`src/rtl/hqc_uart_pkg.sv`:
```
// Shared types and constants for the HQC decapsulation wrapper UART blocks.
package hqc_uart_pkg;

   localparam int UART_DATA_BITS       = 8;
   localparam int DEFAULT_CLKS_PER_BIT = 434;
   localparam int DEFAULT_FIFO_DEPTH   = 16;

   typedef enum logic [1:0] {
      IDLE,
      START,
      DATA,
      STOP
   } tx_state_t;

endpackage

```
`src/rtl/uart_byte_fifo.sv`:
```
// Synchronous byte FIFO; full/empty come from the occupancy count, pointers wrap naturally.
module uart_byte_fifo
   import hqc_uart_pkg::*;
#(
   parameter int DEPTH = DEFAULT_FIFO_DEPTH,
   parameter int WIDTH = UART_DATA_BITS
) (
   input  logic                     clk,
   input  logic                     rst,
   input  logic                     push,
   input  logic [WIDTH-1:0]         push_data,
   input  logic                     pop,
   output logic [WIDTH-1:0]         pop_data,
   output logic [$clog2(DEPTH):0]   count,
   output logic                     full,
   output logic                     empty
);

   localparam int PW = $clog2(DEPTH);
   localparam int CW = PW + 1;

   logic [WIDTH-1:0] mem [DEPTH];
   logic [PW-1:0]    wr_ptr_reg;
   logic [PW-1:0]    rd_ptr_reg;
   logic [CW-1:0]    count_reg;
   logic [CW-1:0]    count_next;
   logic             do_push;
   logic             do_pop;

   assign full     = (count_reg == CW'(DEPTH));
   assign empty    = (count_reg == '0);
   assign do_push  = push && !full;
   assign do_pop   = pop && !empty;
   assign count    = count_reg;
   // Head is read combinationally so the transmitter can load it on the pop edge.
   assign pop_data = mem[rd_ptr_reg];

   always_comb begin
      count_next = count_reg;
      case ({do_push, do_pop})
         2'b10:   count_next = count_reg + CW'(1);
         2'b01:   count_next = count_reg - CW'(1);
         default: count_next = count_reg;
      endcase
   end

   always_ff @(posedge clk) begin
      if (do_push) begin
         mem[wr_ptr_reg] <= push_data;
      end
   end

   always_ff @(posedge clk) begin
      if (rst) begin
         wr_ptr_reg <= '0;
         rd_ptr_reg <= '0;
         count_reg  <= '0;
      end else begin
         if (do_push) wr_ptr_reg <= wr_ptr_reg + PW'(1);
         if (do_pop)  rd_ptr_reg <= rd_ptr_reg + PW'(1);
         count_reg <= count_next;
      end
   end

endmodule

```
`src/rtl/uart_tx_fifo.sv`:
```
// Buffered 8N1 UART transmitter: queued bytes leave LSB first with no gap between frames.
module uart_tx_fifo
   import hqc_uart_pkg::*;
#(
   parameter int CLKS_PER_BIT = DEFAULT_CLKS_PER_BIT,
   parameter int FIFO_DEPTH   = DEFAULT_FIFO_DEPTH
) (
   input  logic                          clk,
   input  logic                          rst,
   input  logic [UART_DATA_BITS-1:0]     in_data,
   input  logic                          in_valid,
   output logic                          in_ready,
   output logic                          tx,
   output logic                          busy,
   output logic [$clog2(FIFO_DEPTH):0]   fifo_count
);

   localparam int BAUD_W = $clog2(CLKS_PER_BIT);

   tx_state_t                 state_reg, state_next;
   logic [BAUD_W-1:0]         baud_reg, baud_next;
   logic [2:0]                bit_reg, bit_next;
   logic [UART_DATA_BITS-1:0] shreg_reg, shreg_next;
   logic                      tx_reg, tx_next;
   logic                      pop;
   logic                      bit_done;
   logic                      fifo_full;
   logic                      fifo_empty;
   logic [UART_DATA_BITS-1:0] head;

   uart_byte_fifo #(
      .DEPTH (FIFO_DEPTH),
      .WIDTH (UART_DATA_BITS)
   ) u_fifo (
      .clk       (clk),
      .rst       (rst),
      .push      (in_valid),
      .push_data (in_data),
      .pop       (pop),
      .pop_data  (head),
      .count     (fifo_count),
      .full      (fifo_full),
      .empty     (fifo_empty)
   );

   assign in_ready = !fifo_full;
   assign tx       = tx_reg;
   assign busy     = (state_reg != IDLE) || !fifo_empty;
   assign bit_done = (baud_reg == BAUD_W'(CLKS_PER_BIT - 1));

   // tx_next is the line level for the cycle that starts at the coming edge.
   always_comb begin
      state_next = state_reg;
      baud_next  = baud_reg;
      bit_next   = bit_reg;
      shreg_next = shreg_reg;
      tx_next    = tx_reg;
      pop        = 1'b0;
      case (state_reg)
         IDLE: begin
            tx_next   = 1'b1;
            baud_next = '0;
            if (!fifo_empty) begin
               pop        = 1'b1;
               shreg_next = head;
               state_next = START;
               tx_next    = 1'b0;
            end
         end
         START: begin
            if (bit_done) begin
               baud_next  = '0;
               bit_next   = '0;
               state_next = DATA;
               tx_next    = shreg_reg[0];
            end else begin
               baud_next = baud_reg + BAUD_W'(1);
            end
         end
         DATA: begin
            if (bit_done) begin
               baud_next  = '0;
               shreg_next = shreg_reg >> 1;
               if (bit_reg == 3'(UART_DATA_BITS - 1)) begin
                  state_next = STOP;
                  tx_next    = 1'b1;
               end else begin
                  bit_next = bit_reg + 3'd1;
                  tx_next  = shreg_reg[1];
               end
            end else begin
               baud_next = baud_reg + BAUD_W'(1);
            end
         end
         STOP: begin
            if (bit_done) begin
               baud_next = '0;
               // Chain straight into the next start bit when more data is waiting.
               if (!fifo_empty) begin
                  pop        = 1'b1;
                  shreg_next = head;
                  state_next = START;
                  tx_next    = 1'b0;
               end else begin
                  state_next = IDLE;
                  tx_next    = 1'b1;
               end
            end else begin
               baud_next = baud_reg + BAUD_W'(1);
            end
         end
         default: begin
            state_next = IDLE;
            tx_next    = 1'b1;
         end
      endcase
   end

   always_ff @(posedge clk) begin
      if (rst) begin
         state_reg <= IDLE;
         baud_reg  <= '0;
         bit_reg   <= '0;
         shreg_reg <= '0;
         tx_reg    <= 1'b1;
      end else begin
         state_reg <= state_next;
         baud_reg  <= baud_next;
         bit_reg   <= bit_next;
         shreg_reg <= shreg_next;
         tx_reg    <= tx_next;
      end
   end

endmodule

```
`config.mk`:
```
export PLATFORM = sky130hd
export DESIGN_NAME = uart_tx_fifo
export DESIGN_NICKNAME = d
export VERILOG_FILES = /design/src/rtl/hqc_uart_pkg.sv /design/src/rtl/uart_byte_fifo.sv /design/src/rtl/uart_tx_fifo.sv
export SDC_FILE = /design/constraint.sdc
export NUM_CORES = 1
export LEC_CHECK = 0
export CORE_ASPECT_RATIO = 0.75
export CORE_MARGIN = 2
export CORE_UTILIZATION = 38
export CTS_CLUSTER_SIZE = 10
export DETAILED_ROUTE_END_ITERATION = 8
export GPL_ROUTABILITY_DRIVEN = 0
export GPL_TIMING_DRIVEN = 0
export PLACE_DENSITY = 0.53
export SKIP_CTS_REPAIR_TIMING = 1
export SLEW_MARGIN = 20
export SYNTH_ARGS = -nofsm -noshare
export SYNTH_HDL_FRONTEND = slang
export SYNTH_SLANG_ARGS = --single-unit
```
`constraint.sdc`:
```
create_clock -name clk -period 3.35 [get_ports clk]
set_input_delay 0.8375 -clock clk [delete_from_list [all_inputs] [get_ports clk]]
set_output_delay 0.8375 -clock clk [all_outputs]
set_load 0.05 [all_outputs]
```
==> run metrics, run 1 <==
clk root buf=clkbuf_16; Num Clock Sinks=168; H-Tree Depth=4; most used flip-flop cell after synthesis=edfxtp_1; Max stage delay on crit path=0.44 ns; Worst Setup End Kind=flip-flop; Synth-to-Final Area Change=17.05%; hold depth=1; buffers added on ports=18; DRT Pass-1 Iters=5; Crit path max-delay family=adder cells; ANT cells=0; Core Util, Final=45.95%; Synth area leader=edfxtp_1; post-DP HPWL=10.33 mm; non-filler instance count after layout=760; Most common cell on crit path=ha_1; Placed Cells incl. Taps=729; Final Cycle Share=95.19%; nets=535; Initial Util=39.26%; number of synthesized flops with an enable pin=128; crit path max fanout=8; Yosys cell types=53; outcome=finished clean; TritonCTS clock tree=done; Hold Startpoint=baud_reg[0]$_SDFF_PP0_; Mapped Avg Cell Area=15.04 um2; max cap viols=0; min-delay worst type=reg -> reg; Reg2Reg Depth=11; Worst IR Drop VDD=0.3079 mV; initial antenna violation count=0; Slew Limit Fails=0; Synth Net Count=495; CP cell instances=inv_1 > ha_1 > nor3_4 > ha_4 > xor2_1 > ha_1 > o21a_1 > o22a_1 > a21oi_1 > mux2i_1 > mux2_2; post-synthesis sequential area ratio=66.40%; layout cells sized above 1=16.22%; Post-Synthesis Cells=465; Pleak=2.706 nW; worst slack at placement=-0.9135 ns; Commonest cells post-synth=edfxtp_1, nor2_1, dfxtp_1, mux2i_1, mux4_2; Die Y=121.5 um; DR iter-0 viols=279; pin count of the biggest net entering global routing=17; vias in the first global route=3842; RR Endpoint=u_fifo.count[4]$_SDFFE_PP0P_; final setup margin=0.1612 ns; Netlist Area Pre-Place=6994 um2; first-pass GRT wire length=22.78 mm; Num CTS Buffers=17; top cell type's share of synthesized area=54.96%; Largest register FFs=128; slowest library cell on the worst path=ha_1; vias=4001; CP startpoint kind=flip-flop; full die area=19520 um2; CTS Buffer Depth=2; DRC Markers=0; min Tclk post-route=3.189 ns; FFs w/ async S/R, synth=0%; All-Layer GR Usage=16.38%; worst skew pair latency=0.43 ns; WS Path Type=reg -> reg; Final Setup Violations=0; pwr/cell area=761.8 nW/um2; area of the core=17810 um2; Via density=5.264; Worst EP arrival=3.50 ns; WL final=15.10 mm; Detail Route Antenna Nets=0; Worst-path clk slew=0.07 ns; io pins=19; post-DR wirelength/cell=19.87 um; gr ovfl total=0; RR Startpoint=state_reg[0]$_SDFFE_PP0P_; Max-slew headroom=32.48%; top area cells in the synthesized netlist=edfxtp_1, dfxtp_1, mux4_2; flop2flop setup slack=0.16 ns; Worst Clk Skew=0.02089 ns; CP Buf/Inv Count=1; die width=160.7 um; hold slack=0.4633 ns; row count=42; Final Hold Fails=0; YS warnings=0; Worst-Margin Slew=1.009 ns; fmax=313.6 MHz; hold worst-path end=baud_reg[0]$_SDFF_PP0_; flops & latches, synth=168; Worst Path Required=3.66 ns; count leader, synth=edfxtp_1
-- power breakdown --
group | internal [mW] | total (mW) | leakage [nW] | switching (mW)
clock network | 1.12 | 1.97 | 0.287 | 0.842
registers | 2.39 | 2.49 | 1.48 | 0.0975
logic | 0.743 | 1.78 | 0.935 | 1.04
total | 4.26 | 6.24 | 2.71 | 1.98
-- area by class of cell --
type	instances	area, um2
plain buffers	18	115.1
clock buffers	19	432.9
clock inverters	13	157.7
fillers	1539	9628
inverters	13	48.80
multi-input cells	265	2260
flip-flops and latches	168	4649
well taps	242	302.8
repair buffers	22	220.2
-- per-stage QoR --
stage	TNS, ns	instance area, um2	total power, mW
final	0	8187	6.236
after global routing	-0.006671	8187	6.532
after floorplan	0	7004	3.769
after global placement	-26.65	7487	4.203
after CTS	-0.6886	8135	6.221
after detailed placement	-10.46	7545	4.251
-- placed cells by master (no fill, tap or decap), types with 2 or more instances in the layout --
master	count
edfxtp_1	128
nor2_1	45
dfxtp_1	36
mux2i_1	25
mux4_2	25
nand2_1	22
a21oi_1	20
ha_1	18
clkbuf_16	17
clkdlybuf4s50_1	17
o21ai_0	12
clkbuf_1	11
inv_1	10
nand3_1	10
a221oi_1	10
xor2_1	8
xnor2_1	7
buf_6	6
nor2b_1	5
inv_6	5
nand2b_1	4
nor3_2	4
a31oi_1	4
dfxtp_2	4
buf_4	3
clkinv_1	3
o21a_1	3
o211ai_1	3
inv_8	3
buf_2	2
and2_1	2
o22a_1	2
or3b_1	2
nand3b_1	2
a21boi_0	2
or3_1	2
o31ai_1	2
a2bb2oi_1	2
a22o_1	2
bufinv_16	2
-- worst max path at each step --
stage	start	endpoint	slack [ns]	depth (start not counted)
6_report	state_reg[0]$_SDFFE_PP0P_	u_fifo.count[4]$_SDFFE_PP0P_	0.16	11
2_1_floorplan	in_valid	u_fifo.count[4]$_SDFFE_PP0P_	0.06	11
4_1_cts	in_valid	u_fifo.count[4]$_SDFFE_PP0P_	-0.47	12
3_3_place_gp	in_valid	u_fifo.count[4]$_SDFFE_PP0P_	-0.81	12
3_5_place_dp	in_valid	u_fifo.count[4]$_SDFFE_PP0P_	-0.91	12
5_1_grt	state_reg[0]$_SDFFE_PP0P_	u_fifo.count[4]$_SDFFE_PP0P_	-0.007	11
-- routing by layer --
layer  track usage [%]  vias to the layer above  routed length [um]
li1                  -                     1869                   -
met1             24.45                     2040                7734
met2             23.25                       85                6574
met3             4.375                        7                 689
met4             5.068                        0                 103
met5                 0                        -                   0
-- kinds of logic after synthesis --
kind of cell,Yosys count,synth area share (%)
and+or+nand+nor,109,7.370
xor gates and xnor gates,15,1.878
buffers and inverters,32,2.397
DFF,168,66.40
AOI/OAI and AO/OA,71,6.762
muxes,51,11.79
adders and majority gates,19,3.399
(Power assumes the default switching activity.)
==> run 2: changes to the inputs <==
Settings changed: SYNTH_HIERARCHICAL set to 1.
==> run 2 against run 1 <==
Against the previous run: the flow now finishes with violations (setup timing); sequential share of layout area up 0.31 points; sequential power is essentially flat; wire length down 4.8%; worst hold slack better by 0.0083 ns; combinational power hardly changed; total power down 0.74%; count of clock-buffer cells in the layout is 1 lower; via count is 4.7% lower.
==> run metrics, run 2 <==
post-synthesis sequential area ratio=66.23% (-0.18 points); RSZ-0062 raised after global routing=true; min Tclk post-route=3.357 ns (+0.1677 ns); Post-Synthesis Cells=431 (-7.3%); slowest library cell on the worst path=dfxtp_1; WS Path Type=reg -> reg; Die Y=121.7 um (+0.13%); Max-slew headroom=40.53% (+8.0 points); Commonest cells post-synth=edfxtp_1, nor2_1, dfxtp_1, mux4_2, ha_1; number of synthesized flops with an enable pin=128 (unchanged); Initial Util=39.25% (about the same); vias=3814 (-4.7%); layout cells sized above 1=21.41% (+5.2 points); row count=42 (unchanged); area of the core=17870 um2 (+0.29%); Synth area leader=edfxtp_1; Final Cycle Share=100.2% (+5.0 points); most used flip-flop cell after synthesis=edfxtp_1; DR iter-0 viols=320 (+15%); top area cells in the synthesized netlist=edfxtp_1, mux4_2, dfxtp_1; failing checks=setup timing; Worst Clk Skew=0.008519 ns (-0.01237 ns); most common cell after layout, fill and taps aside=edfxtp_1; Num Clock Sinks=168 (unchanged); full die area=19570 um2 (+0.26%); Worst Setup End Kind=flip-flop; buffers added on ports=17 (-1); pwr/cell area=760.7 nW/um2 (-0.15%); Via density=5.275 (+0.20%); CTS Buffer Depth=2 (unchanged); pin count of the biggest net entering global routing=19 (+2); flops & latches, synth=168 (unchanged); Pleak=2.626 nW (-3.0%); Synth Net Count=459 (-7.3%); clk root buf=clkbuf_16; die width=160.9 um (+0.13%); Num CTS Buffers=17 (unchanged); Worst EP arrival=3.67 ns (+0.17 ns); Synth-to-Final Area Change=16.04%; DRT Pass-1 Iters=4 (-1); Most common cell on crit path=ha_1; DRC Markers=0 (unchanged); post-DR wirelength/cell=19.88 um (about the same); initial antenna violation count=0 (unchanged); Worst-path clk slew=0.07 ns (about the same); min-delay worst type=reg -> reg; Yosys cell types=53 (unchanged); worst slack at placement=-0.4619 ns (+0.4516 ns); count leader, synth=edfxtp_1; worst skew pair latency=0.43 ns (about the same); nets=496 (-7.3%); Detail Route Antenna Nets=0 (unchanged); TritonCTS clock tree=done; Slew Limit Fails=0 (unchanged); CP cell instances=ha_1 > nand4b_1 > nor2_4 > a21oi_1 > nor3_2 > o21a_2 > ha_1 > xor2_1 > ha_1 > nor4b_2 > a21oi_1 > o32ai_1 > mux2_1; Largest register FFs=128 (unchanged); Final Hold Fails=0 (unchanged); vias in the first global route=3860 (+0.47%); first-pass GRT wire length=22.34 mm (-1.9%); crit path max fanout=5 (-3); ANT cells=0 (unchanged); outcome=complete, but fails checks; FFs w/ async S/R, synth=0% (unchanged); Mapped Avg Cell Area=16.27 um2 (+8.2%); CP startpoint kind=flip-flop; post-DP HPWL=9.684 mm (-6.2%); Netlist Area Pre-Place=7013 um2 (+0.27%); Worst-Margin Slew=0.8887 ns (-0.1203 ns); H-Tree Depth=4 (unchanged); top cell type's share of synthesized area=54.81% (-0.15 points); hold slack=0.4716 ns (+0.008330 ns); Final Setup Violations=1 (+1); All-Layer GR Usage=15.73% (-0.65 points); final setup margin=-0.006508 ns (-0.1677 ns); max cap viols=0 (unchanged); Worst Path Required=3.67 ns (about the same); io pins=19 (unchanged); WL final=14.37 mm (-4.8%); most frequent cells in the layout=edfxtp_1, nor2_1, mux4_2; Worst IR Drop VDD=0.3312 mV (+7.6%); gr ovfl total=0 (unchanged); YS warnings=6 (+6); fmax=297.9 MHz (-5.0%); Max stage delay on crit path=0.37 ns (-0.07 ns)
==> run 2: changes by cell type in the layout (fill, tap and decap cells not counted), sizes merged, moves of 8 or more <==
| cell | previous run | this run |
|---|---|---|
| a221oi | 11 | 0 |
| a311oi | 0 | 9 |
| mux2i | 25 | 11 |
| mux4 | 25 | 40 |
| nand2 | 22 | 12 |
| nand3 | 10 | 2 |
| o21ai | 13 | 3 |
==> run 2: power breakdown <==
part / internal (mW) / switching, mW
Combinational: 0.775 / 1.02
Sequential: 2.37 / 0.0867
Clock: 1.06 / 0.880
==> run 2: worst paths after layout <==
path / startpoint / endpoint / slack, ns / cells past startpoint
setup reg to reg: baud_reg[0]$_SDFF_PP0_ / u_fifo/count[4]$_SDFFE_PP0P_ / -0.007 / 13
setup / recovery: baud_reg[0]$_SDFF_PP0_ / u_fifo/count[4]$_SDFFE_PP0P_ / -0.007 / 13
hold reg to reg: baud_reg[0]$_SDFF_PP0_ / baud_reg[0]$_SDFF_PP0_ / 0.47 / 1
hold / removal: baud_reg[0]$_SDFF_PP0_ / baud_reg[0]$_SDFF_PP0_ / 0.47 / 1
==> run 2: layer usage <==
layer  up-vias  track usage [%]  wire [um]
li1       1749                -          -
met1      1990            20.46       6387
met2        66            25.89       7115
met3         9            4.699        775
met4         0            4.464         95
met5         -                0          0
==> run 2: metrics by stage <==
step                      std cells  instance area, um2  setup TNS (ns)  power [mW]  util, %
after floorplan                 431                7018               0       3.822        -
after global placement          690                7491          -5.821       4.258    41.93
after detailed placement        690                7511         -0.5139       4.281    42.04
after CTS                       722                8098         -0.7523       6.234    45.32
after global routing            723                8138         -0.2004       6.498    45.55
final                           723                8138       -0.006508       6.190    45.55
==> run 2: cell type report <==
| cell class | instances | area [um2] |
|---|---|---|
| fill | 1594 | 9729 |
| sequential | 168 | 4647 |
| tap | 242 | 302.8 |
| timing repair buffer | 18 | 180.2 |
| clock buffer | 18 | 429.2 |
| multi-input combinational | 232 | 2281 |
| inverter | 10 | 37.54 |
| clock inverter | 14 | 157.7 |
| buffer | 21 | 102.6 |
==> run 2: worst max-delay path, delay by kind of cell (launching register included) <==
kind / cells / cell delay [ns]
compound gates: 4 / 0.80
xor+xnor: 1 / 0.09
fa+ha+maj: 3 / 0.71
flops: 1 / 0.37
mux: 1 / 0.35
simple gates: 4 / 0.92
==> run 2: cell families after synthesis <==
group	Yosys count	share of synthesized area, %
fa+ha+maj	17	3.033
compound gates	40	4.300
simple gates	106	7.707
mux	53	14.74
flops	168	66.23
xor+xnor	16	1.998
buf+inv	31	1.998
==> edit, RTL diff (settings of run 2) <==
Put a register stage on the output `fifo_count`, with the module's reset. The value now appears one clock later. The other outputs are not delayed to match.
--- a/src/rtl/uart_tx_fifo.sv
+++ b/src/rtl/uart_tx_fifo.sv
@@ -18,2 +18,4 @@
    localparam int BAUD_W = $clog2(CLKS_PER_BIT);
+
+   logic [$clog2(FIFO_DEPTH):0] fifo_count_d;
 
@@ -40,3 +42,3 @@
       .pop_data  (head),
-      .count     (fifo_count),
+      .count     (fifo_count_d),
       .full      (fifo_full),
@@ -134,2 +136,10 @@
 
+   always_ff @(posedge clk) begin
+      if (rst) begin
+         fifo_count <= '0;
+      end else begin
+         fifo_count <= fifo_count_d;
+      end
+   end
+
 endmodule
Check against the original RTL: not equivalent (Yosys sat finds a counterexample within 4 cycles, from zero or initial values and one cycle with rst high).
==> edit against run 2 <==
Total power grew 4.5%. First-iteration DRC count is 14% lower. Final area rose by 2.9%. Sequential cell count grew 5. Maximum frequency is 3.3% higher. Clock power up 9%. Wire length fell by 0.23%. Setup slack improved by 0.11 ns. Non-clock buffer count up 7. Synthesized area increased by 1.5%. Critical endpoint unchanged.
==> edit: results (changes against run 2) <==
[final_layout]
nFillCells=1627  ; +2.1%
drive_above_1_share=0.219  ; +0.00449
nets=510  ; +2.8%

[synth]
synth.mux.area_fraction=0.147  ; -0.000744
yosys_warnings=6  ; unchanged
ys_seq_area_frac=0.667  ; +0.00440
syn-num-nets=466  ; +1.5%
synth_top_cells_by_area=edfxtp_1 54%, dfxtp_1 13%, mux4_2 13%, ha_1 3.0%, nor2_1 2.6%
synth_compound_area_frac=0.0389  ; -0.00414
synth-xor-area-share=0.0197  ; -0.000292
ys_types=50  ; -5.7%
yosys.area_share.adder=0.0299  ; -0.000443
yosys-top-cells-count=128 x edfxtp_1, 50 x nor2_1, 45 x dfxtp_1, 40 x mux4_2, 17 x ha_1
synth_edf_count=128  ; unchanged

[global_route]
grt_max_degree=17  ; -2
grt_usage=0.154  ; -0.00335
grt_first_pass_wirelength_um=22000  ; -1.5%
grt_pass1_vias=3745  ; -3.0%
grtUsageMet1=0.229  ; +0.0241
grt_use_met2=0.217  ; -0.0416
use_met3=0.0480  ; +0.00100
antenna_found_initial=0  ; unchanged

[cts]
clock-root-buffer=clkbuf_16
clk_pin_slew_ns=0.07  ; about the same
clock_path_buffers=2  ; unchanged

[place]
dp_hpwl_um=9690  ; about the same
portBuffers=18  ; +1

[setup_path]
crit_arrival_ns=3.57  ; -0.10 ns
crit_start=u_fifo/count[0]$_SDFFE_PP0P_
slowest_delay_ns=0.60  ; +0.23 ns
crit_fanout=7  ; +2
critPathSlowestCell=or4_4

[route]
drt_iter0_markers=275  ; -14%
ant_nets=0  ; unchanged
wl_per_cell_um=19.4  ; -2.7%
num_vias=3874  ; +1.6%
dr.pass1.iters=4  ; unchanged

[pwr]
irDropWorstVdd_uv=291  ; -12%
power_leakage_nw=2.72  ; +3.6%

[sta]
fin_skew_ns=0.0165  ; +0.00801 ns
worstMarginPinSlew_ns=0.995  ; +0.107 ns

[run_status]
status=completed

==> edit: area by class of cell <==
type	count	area, um2	share of cell area
tap	247	309	0.0369
inverter	9	33.8	0.00403
timing repair buffer	25	235	0.0281
sequential	173	4740	0.567
multi-input combinational	235	2320	0.277
buffer	21	100	0.0120
clock inverter	14	203	0.0242
clock buffer	17	425	0.0508
==> edit: per-layer routing <==
layer,share of wire,wire (um),up-vias
met1,0.48,6950,1987
met3,0.063,907,6
met2,0.44,6370,103
met5,0,0,-
li1,-,-,1778
met4,0.0076,109,0
==> edit: cell families after synthesis <==
kind of cell	count (synthesis)
AOI/OAI and AO/OA	37
adders and majority gates	17
and+or+nand+nor	111
xor gates and xnor gates	16
muxes	54
buffers and inverters	30
DFF	173
==> edit: final timing paths <==
check	to	slack [ns]	cells past startpoint
setup / recovery	u_fifo/count[4]$_SDFFE_PP0P_	0.10	12
hold / removal	baud_reg[0]$_SDFF_PP0_	0.46	1
setup reg to reg	u_fifo/count[4]$_SDFFE_PP0P_	0.10	12
hold reg to reg	baud_reg[0]$_SDFF_PP0_	0.46	1
==> edit: where the power goes <==
part	total (mW)	switching, mW	leakage (nW)	internal, mW
clock network	2.11	0.848	0.301	1.26
logic	1.83	0.993	0.897	0.835
registers	2.53	0.0938	1.52	2.44
==> edit: metrics by stage <==
step           area, um2  utilization  setup slack (ns)  cells
5_1_grt             8370        0.455           -0.0371    741
4_1_cts             8280        0.450            -0.470    738
3_3_place_gp        7610        0.413            -0.423    703
6_report            8370        0.455             0.101    741
2_1_floorplan       7120            -             0.178    438
3_5_place_dp        7660        0.416            -0.469    707
